## src/rtl/digit_serial_addsub.sv

```systemverilog
// digit_serial_addsub: adds or subtracts two WIDTH-bit operands DIGIT bits per cycle, LSB digit first
module digit_serial_addsub #(
  parameter int WIDTH = 16,
  parameter int DIGIT = 4
) (
  input  logic             clk,
  input  logic             reset,
  input  logic             start,
  input  logic [WIDTH-1:0] A,
  input  logic [WIDTH-1:0] B,
  input  logic             Subtract,
  output logic             busy,
  output logic             done,
  output logic [WIDTH-1:0] Sum,
  output logic             Cout,
  output logic             Ovf,
  output logic             Zero
);
  localparam int N  = WIDTH / DIGIT;
  localparam int CW = N > 1 ? $clog2(N) : 1;
  typedef enum logic [1:0] {IDLE, RUN, DONE} state_t;
  state_t            state_q, state_d;
  logic [CW-1:0]     cnt_q, cnt_d;
  logic              carry_q, carry_d;
  logic [WIDTH-1:0]  a_q, a_d, b_q, b_d, res_q, res_d;
  logic [WIDTH-1:0]  sum_q, sum_d;
  logic              cout_q, cout_d, ovf_q, ovf_d, zero_q, zero_d;
  logic              busy_q, busy_d, done_q, done_d;
  logic [DIGIT:0]    ds;
  logic [WIDTH-1:0]  res_next;
  logic              last;
  assign ds       = {1'b0, a_q[DIGIT-1:0]} + {1'b0, b_q[DIGIT-1:0]} + (DIGIT+1)'(carry_q);
  assign res_next = WIDTH'({ds[DIGIT-1:0], res_q} >> DIGIT);
  assign last     = cnt_q == CW'(N - 1);
  // operands shift down one digit per RUN cycle; result digits enter at the top
  always_comb begin
    state_d = state_q;
    cnt_d   = cnt_q;
    carry_d = carry_q;
    a_d     = a_q;
    b_d     = b_q;
    res_d   = res_q;
    sum_d   = sum_q;
    cout_d  = cout_q;
    ovf_d   = ovf_q;
    zero_d  = zero_q;
    case (state_q)
      IDLE: if (start) begin
        state_d = RUN;
        cnt_d   = '0;
        carry_d = Subtract;
        a_d     = A;
        b_d     = B ^ {WIDTH{Subtract}};
      end
      RUN: begin
        a_d     = a_q >> DIGIT;
        b_d     = b_q >> DIGIT;
        carry_d = ds[DIGIT];
        res_d   = res_next;
        cnt_d   = cnt_q + CW'(1);
        if (last) begin
          state_d = DONE;
          sum_d   = res_next;
          cout_d  = ds[DIGIT];
          ovf_d   = a_q[DIGIT-1] ^ b_q[DIGIT-1] ^ ds[DIGIT-1] ^ ds[DIGIT];
          zero_d  = res_next == '0;
        end
      end
      default: state_d = IDLE;
    endcase
    busy_d = state_d == RUN;
    done_d = state_d == DONE;
  end
  // state and registered outputs, reset clears everything
  always_ff @(posedge clk) begin
    if (reset) begin
      state_q <= IDLE;
      cnt_q   <= '0;
      carry_q <= 1'b0;
      a_q     <= '0;
      b_q     <= '0;
      res_q   <= '0;
      sum_q   <= '0;
      cout_q  <= 1'b0;
      ovf_q   <= 1'b0;
      zero_q  <= 1'b0;
      busy_q  <= 1'b0;
      done_q  <= 1'b0;
    end else begin
      state_q <= state_d;
      cnt_q   <= cnt_d;
      carry_q <= carry_d;
      a_q     <= a_d;
      b_q     <= b_d;
      res_q   <= res_d;
      sum_q   <= sum_d;
      cout_q  <= cout_d;
      ovf_q   <= ovf_d;
      zero_q  <= zero_d;
      busy_q  <= busy_d;
      done_q  <= done_d;
    end
  end
  assign busy = busy_q;
  assign done = done_q;
  assign Sum  = sum_q;
  assign Cout = cout_q;
  assign Ovf  = ovf_q;
  assign Zero = zero_q;
endmodule
```

## config.mk

```make
export PLATFORM = sky130hd
export DESIGN_NAME = digit_serial_addsub
export DESIGN_NICKNAME = d
export VERILOG_FILES = /design/src/rtl/digit_serial_addsub.sv
export SDC_FILE = /design/constraint.sdc
export NUM_CORES = 1
export LEC_CHECK = 0
export ABC_CLOCK_PERIOD_IN_PS = 5750
export CORE_AREA = 2 2 77 79
export CTS_CLUSTER_DIAMETER = 200
export DETAILED_ROUTE_END_ITERATION = 8
export DIE_AREA = 0 0 79 81
export PLACE_DENSITY = 0.84
export SLEW_MARGIN = 25
export SYNTH_ARGS = -nofsm -noshare
export SYNTH_HDL_FRONTEND = slang
export SYNTH_SLANG_ARGS = --single-unit
```

## constraint.sdc

```tcl
create_clock -name clk -period 5.75 [get_ports clk]
set_input_delay 0.575 -clock clk [delete_from_list [all_inputs] [get_ports clk]]
set_output_delay 0.575 -clock clk [all_outputs]
set_load 0.005 [all_outputs]
```

==> results of run 1 <==
## sequential cells by signal, indices dropped and copies added (netlist names)
name     count
busy         1
cnt_q        2
Cout         1
res_q       12
a_q         16
b_q         16
state_q      2
done         1
Sum         16
Ovf          1
carry_q      1
Zero         1
## path summary, 6_finish.rpt
| check | endpoint |
|---|---|
| setup reg to reg | Cout$_SDFFE_PP0P_ |
| hold reg to reg | Sum[3]$_SDFFE_PP0P_ |
| setup / recovery | Cout$_SDFFE_PP0P_ |
| hold / removal | Sum[3]$_SDFFE_PP0P_ |
## kinds of logic after synthesis
group                      count (synthesis)
AOI/OAI and AO/OA                         84
xor gates and xnor gates                  19
adders and majority gates                  6
buffers and inverters                     40
DFF                                       70
and+or+nand+nor                          115
## Yosys cell counts
cell and count:
o31ai_2 1, nor2_1 50, a21oi_1 30, and2_1 1, xor2_1 17, and3_1 1, a222oi_1 12, o221a_2 6
nand2_4 1, nor2b_1 6, ha_1 4, nor4_1 1, or4_1 1, o2bb2ai_1 1, o31ai_1 1, buf_6 1
a41o_1 1, buf_1 2, nand3_1 2, a22o_1 7, inv_1 12, clkbuf_1 7, xnor2_1 2, a211oi_1 6
fa_1 2, nand2b_1 2, nand4_1 1, buf_4 7, a22oi_1 9, o21ai_0 1, and2b_1 1, buf_2 10
a221oi_2 7, nor3b_2 1, nor3_1 2, inv_4 1, o21ai_1 1, nand2_1 45, dfxtp_1 70, o21ai_4 1
## report_power, final
part	leakage [uW]	internal (uW)	switching, uW	total, uW
Clock	0.000120	301	184	485
Combinational	0.000719	72.6	76.8	149
Sequential	0.000572	510	20.3	530
Total	0.00141	883	281	1160
## layer usage
metal / track usage, % / vias to the layer above
li1: - / 1246
met1: 26.6 / 1196
met2: 35.2 / 76
met3: 4.56 / 11
met4: 10.2 / 0
met5: 0 / -
## critical path: cells and delay by family, from the launching register on
family,cells,cell delay (ns)
AND/OR/NAND/NOR,3,1.60
flip-flops,1,0.67
AO/OA/AOI/OAI,1,0.22
## final cells by class
type | instances | area share (%)
inverters | 13 | 1.35
flip-flops and latches | 70 | 37.0
well taps | 75 | 2.47
repair buffers | 57 | 14.8
clock inverters | 5 | 2.80
multi-input cells | 224 | 37.8
clock buffers | 11 | 3.73
## stage by stage
step	power (uW)	hold WS (ns)
after floorplan	643	0.444
after global placement	683	0.444
after detailed placement	689	0.447
after CTS	1170	0.457
after global routing	1210	0.483
final	1160	0.457
## cells in the final DEF, fill, tap and decap left out, types with 9 or more instances in the layout
master           instances
dfxtp_1                 69
clkdlybuf4s50_1         55
nor2_1                  50
nand2_1                 45
a21oi_1                 30
xor2_1                  17
inv_1                   12
a222oi_1                12
clkbuf_8                10
a22oi_1                  9
==> parameters.txt, run 1 <==
Parameter                              Value

Status
  Status    completed

STA
  Final period util    45.2%
  Sum of negative setup slack    0 ns
  Final Max Tran Viols    0
  Setup-failing EPs final    0
  Final worst clock skew    0.00600 ns
  Worst max-slew margin expressed relative to the limit    35.6%
  Minimum period implied by the final worst setup slack    2.60 ns
  Total count of hold-check failures in the final report    0
  RSZ-0062 raised after global routing    no
  Peak Freq    a little under 0.4 GHz
  Transition time of the tightest slew-check pin    0.966 ns
  Post-route setup slack    3.15 ns

Clock network
  Root Driver    clkbuf_8
  H-tree level count    3
  CTS tree    done
  Number of CTS-inserted buffers    9
  Buffer count from post-CTS setup fixing    0
  Hold buffer count at cts    0
  Resize count post-CTS    0
  Clock transition at path regs    0.07 ns
  CTS Buffer Depth    2
  Number of sinks on the clock net    70
  Worst skew pair latency    around 0.35 ns

Setup path
  CP Launch Type    flip-flop
  Biggest fanout along the worst timing path    31
  Beginning of the worst register-to-register path    state_q[0]$_SDFF_PP0_
  Required time worst endpoint    6.01 ns
  Cells on worst reg2reg path    4
  Worst-case register-to-register setup slack    3.15 ns
  Worst path arrival time    about 2.9 ns
  Worst setup path startpoint    state_q[0]$_SDFF_PP0_
  Ordered cell list for the critical path    and2b_1, and2_1, nor2_1, a211oi_1
  Critical path class    flip-flop to flip-flop
  Worst stage delay on the critical path    0.84 ns
  Cell type of the slowest stage on the worst timing path    and2b_1
  Crit end category    flip-flop

Global route
  Gr usage total    21.3%
  First-pass GRT wire length    between 10000 and 15000 um
  Sum of overflow across all layers after global routing    0
  Largest net degree at the start of global routing    64
  Number of antenna violations at the first check in global routing    0
  Via count of the first global-routing pass    2361

Floorplan
  Die Height    between 80 and 90 um
  Width of the die    79 um
  Rows    28
  Area enclosed by the die boundary    6400 um^2
  Floorplan Core Area    5680 um^2
  Starting density of the core    53.4%
  Count of pins on the block boundary    57

Place
  Count of input and output buffers    56
  Detail Placement HPWL    around 4200 um
  Weighted congestion at the end of routability-driven global placement    0.803
  Placed insts    439
  Placed Instance Area    3540 um^2
  Pre-CTS worst setup slack    2.83 ns

Detailed routing
  Routed length per instance    about 14 um
  Overall via count from detail_route    2529
  Via/cell ratio    5.56
  First-pass iteration count of the detailed router    8
  Detailed-routing wirelength on met1    2760 um
  Iter 0 DRT Violations    about 210
  Total Wirelength    6350 um
  Top routing layer used    met4
  Met3 wire len    between 300 and 400 um
  Final routed DRC violation total    0
  Remaining antenna violation count after routing    0
  WL met2    3150 um

Yosys
  Post-synth design cell area    3030 um^2
  Number of unique standard cell types used by synthesis    40
  Number of warning messages in the yosys log    0
  Sequential fraction of the synthesis area    46.3%
  Instance count of the mapped netlist    334
  Cell taking the most area after synthesis    dfxtp_1
  Syn avg cell area    9.07 um^2
  Synthesized net count    376
  Largest cells by area after synthesis    dfxtp_1 46%, nor2_1 6.2%, nand2_1 5.6%
  Parity-gate share of the synthesized area counting xor and xnor cells    around 5.5%
  Register bit count reported by yosys    70
  Post-synthesis mux area share    0%
  Compound-cell area share of the yosys netlist    22.5%
  Combinational family with the most area after synthesis    compound AO/OA/AOI/OAI gates
  Basic-gate share of the synthesized area counting and, or, nand and nor cells    16.2%
  Synth top area share    46.3%
  Adder-cell share of the synthesized area    2.97%

Power and ir drop
  Worst supply voltage drop on vdd    180 uV
  Leak Pwr    0.00141 uW
  PD cells    307 nW/um^2

Finish
  Finished Cell Area    3790 um^2
  Final standard cell utilization of the core    66.8%
  Multi-input combinational cell area    roughly 1400 um^2
  Non-filler instance count after layout    455
  Area growth from synthesis to layout    25.2%
  Fraction of layout cells with a size suffix above 1    9.47%
  # fillers    464
  Number of inserted diodes    0
  Sequential cell area    1400 um^2
  Net count, final    roughly 420

Job
  Number of maximum-capacitance violations    0

Worst hold path
  Hold_sp    Sum[3]$_SDFFE_PP0P_
  Hold Path Class    flip-flop to flip-flop
  Hold Path Depth    2
(Power assumes the default switching activity.)
==> run 2: changes to the inputs <==
--- a/config.mk
+++ b/config.mk
@@ -5,12 +5,12 @@
 export SDC_FILE = /design/constraint.sdc
 export NUM_CORES = 1
 export LEC_CHECK = 0
-export ABC_CLOCK_PERIOD_IN_PS = 5750
-export CORE_AREA = 2 2 77 79
+export ABC_CLOCK_PERIOD_IN_PS = 2550
+export CORE_AREA = 2 2 80 82
 export CTS_CLUSTER_DIAMETER = 200
 export DETAILED_ROUTE_END_ITERATION = 8
-export DIE_AREA = 0 0 79 81
-export PLACE_DENSITY = 0.84
+export DIE_AREA = 0 0 82 84
+export PLACE_DENSITY = 0.79
 export SLEW_MARGIN = 25
 export SYNTH_ARGS = -nofsm -noshare
 export SYNTH_HDL_FRONTEND = slang
==> constraint.sdc (replaced) <==
create_clock -name clk -period 2.55 [get_ports clk]
set_input_delay 0.255 -clock clk [delete_from_list [all_inputs] [get_ports clk]]
set_output_delay 0.255 -clock clk [all_outputs]
set_load 0.005 [all_outputs]
==> parameters.txt, run 2 (synthesized netlist as in run 1, its figures left out) <==
Parameter                              Value

Status
  Status    completed

Global route
  Number of antenna violations at the first check in global routing    0
  Gr usage total    19.3%
  Largest net degree at the start of global routing    63
  Sum of overflow across all layers after global routing    0
  First-pass GRT wire length    10500 um
  Via count of the first global-routing pass    2297

Floorplan
  Area enclosed by the die boundary    6890 um^2
  Rows    29
  Die Height    84 um
  Starting density of the core    49.7%
  Floorplan Core Area    6100 um^2
  Count of pins on the block boundary    57
  Width of the die    between 80 and 90 um

Setup path
  Worst-case register-to-register setup slack    0.44 ns
  Cell type of the slowest stage on the worst timing path    fa_1
  Beginning of the worst register-to-register path    carry_q$_SDFFE_PP0P_
  Cells on worst reg2reg path    7
  Worst path arrival time    2.37 ns
  Required time worst endpoint    2.81 ns
  Crit end category    flip-flop
  Worst path bufs/invs    1
  CP Launch Type    flip-flop
  Critical path class    flip-flop to flip-flop
  Worst R2R End    carry_q$_SDFFE_PP0P_
  Ordered cell list for the critical path    inv_1, fa_1, fa_1, nand2b_1, o2bb2ai_1, a22o_1, a221oi_2
  Worst stage delay on the critical path    0.46 ns
  Biggest fanout along the worst timing path    3
  Dominant delay contributor by cell family on the critical path    adder cells
  Crit path top cell by count    fa_1

Clock network
  CTS tree    done
  Hold buffer count at cts    0
  Worst skew pair latency    about 0.34 ns
  Root Driver    clkbuf_8
  Number of CTS-inserted buffers    9
  Buffer count from post-CTS setup fixing    0
  Resize count post-CTS    0
  Number of sinks on the clock net    70
  Clock transition at path regs    0.07 ns
  CTS Buffer Depth    2
  H-tree level count    3

Power and ir drop
  Comb pwr share    between 10% and 20%
  Portion of total power attributed to the clock network    36.4%
  Power spent charging and discharging nets    626 uW
  Power Total    2420 uW
  Sw Share    25.8%
  Leak Pwr    around 0.0014 uW
  PD cells    640 nW/um^2
  Portion of total power attributed to sequential cells    between 40% and 50%
  Worst supply voltage drop on vdd    324 uV
  Design internal power    1800 uW

STA
  Final period util    82.8%
  Final Max Tran Viols    0
  Peak Freq    0.473 GHz
  Total count of hold-check failures in the final report    0
  Sum of negative setup slack    0 ns
  Transition time of the tightest slew-check pin    about 0.8 ns
  RSZ-0062 raised after global routing    no
  Minimum period implied by the final worst setup slack    2.11 ns
  Worst max-slew margin expressed relative to the limit    roughly 45%
  Setup-failing EPs final    0
  Final worst clock skew    about 0.0081 ns

Finish
  Final standard cell utilization of the core    between 60 and 70%
  Area growth from synthesis to layout    25.0%
  Most common library cell in the layout ignoring fill and taps    dfxtp_1
  Number of inserted diodes    0
  Fraction of layout cells with a size suffix above 1    between 10% and 20%
  Net count, final    423
  Top library cells by usage in the layout, fill and taps aside    70 x dfxtp_1, 55 x clkdlybuf4s50_1, 50 x nor2_1

Detailed routing
  Total Wirelength    6170 um
  Iter 0 DRT Violations    249
  Final routed DRC violation total    0
  First-pass iteration count of the detailed router    5
  Via/cell ratio    5.38
  Routed length per instance    13.3 um
  Remaining antenna violation count after routing    0
  Overall via count from detail_route    2491

Worst hold path
  Worst-case hold path end point    a_q[7]$_SDFFE_PP0P_
  Hold Path Depth    3
  Hold Path Class    input port to flip-flop
  Hold_sp    reset

Place
  Count of input and output buffers    56
  Detail Placement HPWL    4220 um
  Weighted congestion at the end of routability-driven global placement    0.825

Job
  Number of maximum-capacitance violations    0
## run 2: worst reg2reg max path, stage by stage, from the launching register on
cell	delay, ns
dfxtp_1	0.32
inv_1	0.07
fa_1	0.46
fa_1	0.41
nand2b_1	0.15
o2bb2ai_1	0.16
a22o_1	0.26
a221oi_2	0.20
## run 2: routing by layer
layer	share of wire [%]	vias to the layer above	track usage, %
li1	-	1258	-
met1	48	1156	27.8
met2	46	67	28.5
met3	4.6	10	3.57
met4	1.5	0	6.82
met5	0	-	0
## run 2: how the worst max path moves through the flow
stage	start	endpoint	slack (ns)	cells after the start
after floorplan	carry_q$_SDFFE_PP0P_	carry_q$_SDFFE_PP0P_	0.55	7
after global placement	carry_q$_SDFFE_PP0P_	carry_q$_SDFFE_PP0P_	0.51	7
after detailed placement	carry_q$_SDFFE_PP0P_	carry_q$_SDFFE_PP0P_	0.46	7
after CTS	carry_q$_SDFFE_PP0P_	carry_q$_SDFFE_PP0P_	0.44	7
after global routing	state_q[1]$_SDFF_PP0_	Cout$_SDFFE_PP0P_	0.24	4
final	carry_q$_SDFFE_PP0P_	carry_q$_SDFFE_PP0P_	0.44	7
## run 2: cell type report
cell class                      count  area, um^2
Fill cell                         535        2310
Inverter                           13        51.3
Clock buffer                       11         141
Tap cell                           77        96.3
Sequential cell                    70        1400
Clock inverter                      5        58.8
Multi-Input combinational cell    224        1430
Timing Repair Buffer               63         608
## run 2: stage by stage
stage	hold WS (ns)	setup WS [ns]	cells	instance area (um^2)
3_5_place_dp	0.449	0.461	447	3590
4_1_cts	0.379	0.441	463	3790
3_3_place_gp	0.443	0.513	447	3590
5_1_grt	0.411	0.244	463	3790
2_1_floorplan	0.416	0.552	334	3030
6_report	0.377	0.437	463	3790
## run 2: power groups by stage
stage / clock network [uW] / registers, uW / logic (uW)
CTS: 896 / 1180 / 359
detailed placement: 0 / 1210 / 357
global placement: 0 / 1210 / 349
floorplan: 0 / 1200 / 254
global route: 952 / 1190 / 396
finish: 883 / 1180 / 357
==> run 3: changes to the inputs <==
--- a/config.mk
+++ b/config.mk
@@ -5,12 +5,12 @@
 export SDC_FILE = /design/constraint.sdc
 export NUM_CORES = 1
 export LEC_CHECK = 0
-export ABC_CLOCK_PERIOD_IN_PS = 2550
-export CORE_AREA = 2 2 80 82
+export ABC_CLOCK_PERIOD_IN_PS = 1900
+export CORE_AREA = 2 2 84 86
 export CTS_CLUSTER_DIAMETER = 200
 export DETAILED_ROUTE_END_ITERATION = 8
-export DIE_AREA = 0 0 82 84
-export PLACE_DENSITY = 0.79
+export DIE_AREA = 0 0 86 88
+export PLACE_DENSITY = 0.75
 export SLEW_MARGIN = 25
 export SYNTH_ARGS = -nofsm -noshare
 export SYNTH_HDL_FRONTEND = slang
==> constraint.sdc (replaced) <==
create_clock -name clk -period 1.9 [get_ports clk]
set_input_delay 0.19 -clock clk [delete_from_list [all_inputs] [get_ports clk]]
set_output_delay 0.19 -clock clk [all_outputs]
set_load 0.005 [all_outputs]
==> parameters.txt, run 3 (synthesized netlist as in run 1, its figures left out) <==
Parameter                              Value

Status
  Status    finished, violations left
  Violated checks    setup timing

STA
  Worst hold slack after final layout    0.329 ns
  Final period util    103%
  Peak Freq    0.509 GHz
  Minimum period implied by the final worst setup slack    just under 2 ns
  Total count of hold-check failures in the final report    0
  Final Max Tran Viols    0
  Transition time of the tightest slew-check pin    0.821 ns
  Setup-failing EPs final    3
  RSZ-0062 raised after global routing    yes
  Worst max-slew margin expressed relative to the limit    between 40% and 50%
  Sum of negative setup slack    -0.127 ns
  Final worst clock skew    0.00873 ns
  Post-route setup slack    -0.0641 ns

Clock network
  Number of CTS-inserted buffers    9
  Root Driver    clkbuf_8
  H-tree level count    3
  Clock transition at path regs    0.07 ns
  CTS Buffer Depth    2
  Hold buffer count at cts    0
  Worst skew pair latency    0.34 ns
  CTS tree    done
  Number of sinks on the clock net    70

Floorplan
  Floorplan Core Area    6640 um^2
  Die Height    88 um
  Width of the die    86 um
  Starting density of the core    between 40% and 50%
  Area enclosed by the die boundary    7570 um^2
  Rows    30
  Count of pins on the block boundary    57

Finish
  Non-filler instance count after layout    475
  Most common library cell in the layout ignoring fill and taps    dfxtp_1
  Final standard cell utilization of the core    59.2%
  Fraction of layout cells with a size suffix above 1    15.4%
  Area growth from synthesis to layout    29.9%
  # fillers    593
  Top library cells by usage in the layout, fill and taps aside    69 x dfxtp_1, 55 x clkdlybuf4s50_1, 50 x nor2_1
  Number of inserted diodes    0
  Net count, final    432

Power and ir drop
  Leak Pwr    0.00149 uW
  Power Total    3380 uW
  Worst supply voltage drop on vdd    392 uV
  PD cells    between 800 and 900 nW/um^2

Detailed routing
  Final routed DRC violation total    0
  Iter 0 DRT Violations    about 180
  Total Wirelength    ~6600 um
  Routed length per instance    14.0 um
  Overall via count from detail_route    2554
  Via/cell ratio    approximately 5.4
  First-pass iteration count of the detailed router    5
  Remaining antenna violation count after routing    0

Global route
  Sum of overflow across all layers after global routing    0
  Largest net degree at the start of global routing    between 60 and 70
  Via count of the first global-routing pass    2441
  First-pass GRT wire length    around 11000 um
  Number of antenna violations at the first check in global routing    0
  Gr usage total    19.1%

Setup path
  Crit end category    flip-flop
  Worst path arrival time    roughly 2.2 ns
  Worst stage delay on the critical path    0.40 ns
  Crit path top cell by count    fa_2
  Biggest fanout along the worst timing path    2
  Ordered cell list for the critical path    inv_2, fa_2, fa_2, nand2b_4, o2bb2ai_4, a22o_1, a221oi_2
  Critical path class    flip-flop to flip-flop
  Required time worst endpoint    2.16 ns
  CP Launch Type    flip-flop
  Cell type of the slowest stage on the worst timing path    fa_2

Place
  Detail Placement HPWL    4380 um
  Placed insts    around 460
  Weighted congestion at the end of routability-driven global placement    0.835
  Count of input and output buffers    56

Worst hold path
  Hold Path Class    input port to flip-flop

Job
  Number of maximum-capacitance violations    0
-- run 3: worst paths after layout --
kind	cells after the start	startpoint	endpoint	slack (ns)
hold / removal	3	reset	a_q[6]$_SDFFE_PP0P_	0.33
setup reg to reg	7	b_q[0]$_SDFFE_PP0P_	carry_q$_SDFFE_PP0P_	-0.06
setup / recovery	7	b_q[0]$_SDFFE_PP0P_	carry_q$_SDFFE_PP0P_	-0.06
hold reg to reg	2	Sum[8]$_SDFFE_PP0P_	Sum[8]$_SDFFE_PP0P_	0.45
-- run 3: layout make-up --
class	instances	area (um^2)	area share [%]
multi-input cells	224	1480	37.7
flip-flops and latches	70	1400	35.6
repair buffers	72	679	17.3
clock buffers	12	165	4.20
well taps	80	100	2.54
clock inverters	4	53.8	1.37
inverters	13	51.3	1.30
-- run 3: power breakdown --
group	switching [uW]	internal [uW]
Sequential	51.1	1540
Clock	553	716
Combinational	262	253
Total	867	2510
-- run 3: what timing repair did --
item / 4_1_cts / 5_1_grt
pin swaps: 2 / 3
buffers inserted: 1 / 1
endpoints found under the setup margin: 3 / 4
resized for setup: 4 / 6
-- run 3: worst max-delay path: cells and delay by family (launching register included) --
| family | cells | cell delay [ns] |
|---|---|---|
| flops | 1 | 0.34 |
| simple gates | 1 | 0.16 |
| compound gates | 3 | 0.57 |
| buf+inv | 1 | 0.04 |
| fa+ha+maj | 2 | 0.77 |
-- run 3: through the flow --
| stage | cell area (um^2) | setup slack, ns |
|---|---|---|
| 6_report | 3940 | -0.0641 |
| 5_1_grt | 3940 | -0.140 |
| 4_1_cts | 3900 | -0.0299 |
| 3_5_place_dp | 3650 | -0.0546 |
| 3_3_place_gp | 3650 | 0.0103 |
| 2_1_floorplan | 3030 | 0.00532 |
-- run 3: per-layer routing --
metal  GRT usage (%)  part of all wire [%]
met1            23.3                    43
met2            32.3                    50
met3            3.68                   4.5
met4            9.81                   2.6
met5               0                     0
